===== src/rtl/decode.sv =====
// -----------------------------------------------------------------------------
// decode -- instruction decode stage with ID/EX pipeline register
//
// Decodes the opcode of the instruction held in the IF/ID latch into the
// writeback/memory/execute control groups. It reads rs and rt from a 32 x 32
// register file and registers everything into the ID/EX latch. The register
// file is written from the MEM/WB stage.
//
// Ports
//   clk                 clock, all state updates on the rising edge
//   rst                 asynchronous active-high reset (ID/EX latch + reg file)
//   if_id_instr  [31:0] instruction from IF/ID
//   if_id_npc    [31:0] incremented PC from IF/ID
//   mem_wb_reg_write    register-file write enable
//   mem_wb_write_reg [4:0]  register-file write address (r0 writes dropped)
//   mem_wb_write_data [31:0] register-file write data
//   id_ex_wb     [1:0]  {regwrite, memtoreg}
//   id_ex_m      [2:0]  {branch, memread, memwrite}
//   id_ex_ex     [3:0]  {regdst, aluop[1:0], alusrc}
//   id_ex_npc, id_ex_rdata1, id_ex_rdata2, id_ex_sign_ext [31:0]
//   id_ex_instr_2016, id_ex_instr_1511 [4:0]
//
// Configuration
//   DECODE_RF_BYPASS_EN  defined: a same-cycle write to the register being
//                        read is forwarded to the read port (write-before-read).
//                        undefined: the read returns the old contents.
// -----------------------------------------------------------------------------
module decode (
    input  logic        clk,
    input  logic        rst,
    input  logic [31:0] if_id_instr,
    input  logic [31:0] if_id_npc,
    input  logic        mem_wb_reg_write,
    input  logic [4:0]  mem_wb_write_reg,
    input  logic [31:0] mem_wb_write_data,
    output logic [1:0]  id_ex_wb,
    output logic [2:0]  id_ex_m,
    output logic [3:0]  id_ex_ex,
    output logic [31:0] id_ex_npc,
    output logic [31:0] id_ex_rdata1,
    output logic [31:0] id_ex_rdata2,
    output logic [31:0] id_ex_sign_ext,
    output logic [4:0]  id_ex_instr_2016,
    output logic [4:0]  id_ex_instr_1511
);

    // Control word layout: {wb[1:0], m[2:0], ex[3:0]}
    function automatic logic [8:0] decode_ctrl(input logic [5:0] opcode);
        case (opcode)
            6'h00:   return {2'b10, 3'b000, 4'b1100};  // R-type
            6'h23:   return {2'b11, 3'b010, 4'b0001};  // lw
            6'h2B:   return {2'b00, 3'b001, 4'b0001};  // sw
            6'h04:   return {2'b00, 3'b100, 4'b0010};  // beq
            default: return 9'd0;                      // bubble
        endcase
    endfunction

    function automatic logic signed [31:0] sign_extend(input logic signed [15:0] imm);
        return 32'(imm);
    endfunction

    logic [31:0] rf [32];
    logic [4:0]  rs;
    logic [4:0]  rt;
    logic        wr_en;
    logic [31:0] rdata1;
    logic [31:0] rdata2;
    logic [8:0]  ctrl;

    assign rs    = if_id_instr[25:21];
    assign rt    = if_id_instr[20:16];
    assign ctrl  = decode_ctrl(if_id_instr[31:26]);
    assign wr_en = mem_wb_reg_write && (mem_wb_write_reg != 5'd0);

    // Register 0 is hardwired to zero on the read side as well, so its
    // storage never matters.
    always_comb begin
        rdata1 = '0;
        rdata2 = '0;
        if (rs != 5'd0) begin
            rdata1 = rf[rs];
`ifdef DECODE_RF_BYPASS_EN
            if (wr_en && (mem_wb_write_reg == rs)) rdata1 = mem_wb_write_data;
`endif
        end
        if (rt != 5'd0) begin
            rdata2 = rf[rt];
`ifdef DECODE_RF_BYPASS_EN
            if (wr_en && (mem_wb_write_reg == rt)) rdata2 = mem_wb_write_data;
`endif
        end
    end

    always_ff @(posedge clk or posedge rst) begin
        if (rst) begin
            for (int i = 0; i < 32; i++) rf[i] <= '0;
        end else if (wr_en) begin
            rf[mem_wb_write_reg] <= mem_wb_write_data;
        end
    end

    // ID -> EX pipeline boundary
    always_ff @(posedge clk or posedge rst) begin
        if (rst) begin
            id_ex_wb         <= '0;
            id_ex_m          <= '0;
            id_ex_ex         <= '0;
            id_ex_npc        <= '0;
            id_ex_rdata1     <= '0;
            id_ex_rdata2     <= '0;
            id_ex_sign_ext   <= '0;
            id_ex_instr_2016 <= '0;
            id_ex_instr_1511 <= '0;
        end else begin
            id_ex_wb         <= ctrl[8:7];
            id_ex_m          <= ctrl[6:4];
            id_ex_ex         <= ctrl[3:0];
            id_ex_npc        <= if_id_npc;
            id_ex_rdata1     <= rdata1;
            id_ex_rdata2     <= rdata2;
            id_ex_sign_ext   <= sign_extend(if_id_instr[15:0]);
            id_ex_instr_2016 <= if_id_instr[20:16];
            id_ex_instr_1511 <= if_id_instr[15:11];
        end
    end

endmodule


===== config.mk =====
export PLATFORM = sky130hd
export DESIGN_NAME = decode
export DESIGN_NICKNAME = d
export VERILOG_FILES = /design/src/rtl/decode.sv
export SDC_FILE = /design/constraint.sdc
export NUM_CORES = 2
export LEC_CHECK = 0
export CORE_MARGIN = 5
export CORE_UTILIZATION = 63
export CTS_BUF_LIST = sky130_fd_sc_hd__clkbuf_2 sky130_fd_sc_hd__clkbuf_4 sky130_fd_sc_hd__clkbuf_8
export DETAILED_ROUTE_END_ITERATION = 8
export GPL_TIMING_DRIVEN = 0
export PLACE_DENSITY = 0.81
export REMOVE_ABC_BUFFERS = 1
export SYNTH_ARGS = -nofsm -noshare
export SYNTH_HDL_FRONTEND = slang
export SYNTH_SLANG_ARGS = --single-unit
export TNS_END_PERCENT = 1

===== constraint.sdc =====
create_clock -name clk -period 45.6 [get_ports clk]
set_input_delay 9.12 -clock clk [delete_from_list [all_inputs] [get_ports clk]]
set_output_delay 9.12 -clock clk [all_outputs]
set_load 0.02 [all_outputs]

==> run summary <==
Die X: 315 microns
WL/cell: 31.5 microns
Overall Power: 2860 uW
Seq/Total Area, Yosys: 0.490
Start point of the worst min-delay path: rf[1009]$_DFFE_PP0P_
Syn_area_per_cell: 15.5 sq um
Final setup violation count: 0
H-tree depth: 4
Core area: 0.0919 sq mm
Share of layout cells above drive strength 1: 0.478
Worst Hold Class: reg2reg
CTS sink cnt: 1147
Worst R2R Setup Slack: 43650 ps
Hold WS: 393 ps
IO Port Bufs: 250
Pleak: 0.0286 uW
Clock Latency Late Sink: 890 ps
Largest net degree at the start of global routing: 133
Num rows: 111
Mapped Cells: 3775
DR pass1 iterations: 5
Max Root-Sink Buffers: 3
CP Launch Point: if_id_instr[20]
CP Capture Type: flop
Peak supply drop: 0.0374 mV
GR Overflow Total: 0
Vias in the first global route: 39200
Status: finished with violations
Fill cells: 5901
Worst r2r src: rf[306]$_DFFE_PP0P_
Root buffer cell: clkbuf_8
Final period util: 0.265
First-pass GRT wire length: 248 mm
Fin crit period: 12070 ps
DP HPWL: 95.7 mm
Die area: 0.0991 sq mm
Post-cts resize count: 0
Nets: 3942
Failing checks: capacitance limit
CTS Buf Count: 187
DR iter-0 viols: 4338
Most frequent cells in the layout: 1147 x dfrtp_1, 1013 x mux2_2, 375 x mux4_2, 240 x clkdlybuf4s50_1, 237 x clkbuf_8
CTS tree: yes
Slew margin rel.: 0.00412
Worst Path Required: 46280 ps
Startpoint Class: primary input
Post-route DRC: 0
Crit-path max FO: 33
Synth unique cells: 52
GRT Util Overall: 0.336
Synthesis-stage register bit count: 1147
Max Cap Viol: 1
F_max: 0.0828 GHz
Gp weighted congestion: 0.769
Die height: 315 microns
Clock transition at path regs: 60 ps
P per Cell Area: 43.3 mW/mm^2
Clk_skew: 33.9 ps
Reg2Reg Capture Point: id_ex_rdata2[18]$_DFF_PP0_
Final Hold Viols: 0
Top Ports: 251
Starting Density: 0.637
Initial antenna violation count: 6
Yosys warns: 0
Setup crit end: id_ex_rdata2[18]$_DFF_PP0_
Commonest non-fill, non-tap cell in the layout: dfrtp_1
Routed Antenna Nets: 0
Vias: 37200
Max-slew violations: 0
Arrival @ worst endpoint: 12750 ps
RSZ-0062 raised after global routing: no
Crit Path Category: in2reg
Setup bufs post-CTS: 0
Area Growth Syn to Fin: 12.8%
Vias per cell: 7.10
Post-Syn Area: 0.0585 sq mm
Cts hold-fix bufs: 0
WL final: 165 mm
R2R depth: 4
Slew @ Worst Pin: 1490 ps
## flip-flops by register name, summed over array words and instances (netlist names)
signal            count
id_ex_npc            32
id_ex_wb              1
id_ex_sign_ext       11
id_ex_rdata1         32
id_ex_instr_1511      5
id_ex_instr_2016      5
rf                 1024
id_ex_rdata2         32
id_ex_ex              3
id_ex_m               2
## layer usage
metal,wire length [microns],GRT usage,up-vias,share of wire
met5,52,0,-,0.00032
met4,7760,0.145,8,0.047
met3,17600,0.0990,520,0.11
met2,74100,0.492,2213,0.45
met1,65200,0.476,19700,0.40
li1,-,-,14700,-
## stage by stage
step / utilization / setup TNS, ps / setup WS, ps / std cells / area, sq um
2_1_floorplan: - / 0 / 4180 / 3327 / 55800
3_3_place_gp: 0.651 / -9520510 / -8450 / 4820 / 59900
4_1_cts: 0.717 / 0 / 33780 / 5229 / 65900
3_5_place_dp: 0.673 / 0 / 32830 / 4890 / 61900
5_1_grt: 0.718 / 0 / 33570 / 5232 / 66000
6_report: 0.718 / 0 / 33530 / 5233 / 66000
## Yosys cell counts, drive strengths merged
master,number,share of area
a211oi,64,0.0082
a221oi,44,0.0066
a22oi,64,0.0082
a311oi,64,0.0096
and2,3,0.00032
and2b,15,0.0020
and3,1,0.00011
and3b,1,0.00015
buf,262,0.032
bufbuf,1,0.00032
clkbuf,176,0.012
dfrtp,1147,0.49
dlygate4sd1,4,0.00060
dlygate4sd3,3,0.00051
dlymetal6s2s,2,0.00043
inv,5,0.00032
mux2,1056,0.20
mux2i,128,0.022
mux4,448,0.18
nand2,56,0.0036
nand2b,3,0.00032
nand3,2,0.00017
nand3b,4,0.00051
nand4,1,0.00011
nor2,27,0.0022
nor2b,53,0.0059
nor3,1,0.000085
nor3b,4,0.00051
nor4,1,0.00011
o2111ai,20,0.0030
o21ai,108,0.0092
o22ai,1,0.00011
or2,3,0.00032
or3b,1,0.00019
or4,2,0.00032
## where the power goes
| group | total (uW) | switching [uW] | internal [uW] | leakage, uW |
|---|---|---|---|---|
| Combinational | 560 | 219 | 341 | 0.0118 |
| Clock | 966 | 426 | 540 | 0.00217 |
| Sequential | 1330 | 132 | 1200 | 0.0146 |
## critical path: stages
cell and delay, ps:
buf_2 490, buf_12 320, or2_4 820, or4_2 770, buf_12 300, o21ai_1 110
a311oi_1 740
## cell families (layout without fill, tap and decap cells)
logic type,Yosys count,in the layout,share of synthesized area
compound gates,365,365,0.0449
buf+inv,453,666,0.0465
flops,1147,1147,0.490
mux,1632,1632,0.401
other cells,0,2,0
simple gates,178,178,0.0170
## cell type report
type,count,area (sq um),area share
Antenna cell,2,5.00,0.0000758
Inverter,5,31.3,0.000474
Multi-Input combinational cell,2175,27300,0.414
Sequential cell,1147,28700,0.435
Tap cell,1243,1560,0.0236
Clock inverter,49,419,0.00635
Timing Repair Buffer,322,4290,0.0650
Clock buffer,290,3660,0.0555
## how the worst min path moves through the flow
| stage | endpoint | cells after the start | slack [ps] |
|---|---|---|---|
| after floorplan | rf[1012]$_DFFE_PP0P_ | 0 | 360 |
| after global placement | rf[1021]$_DFFE_PP0P_ | 0 | 380 |
| after detailed placement | rf[1014]$_DFFE_PP0P_ | 0 | 380 |
| after CTS | rf[1010]$_DFFE_PP0P_ | 0 | 400 |
| after global routing | rf[995]$_DFFE_PP0P_ | 0 | 400 |
| final | rf[1009]$_DFFE_PP0P_ | 0 | 390 |
Power figures use the tool's default switching activity.
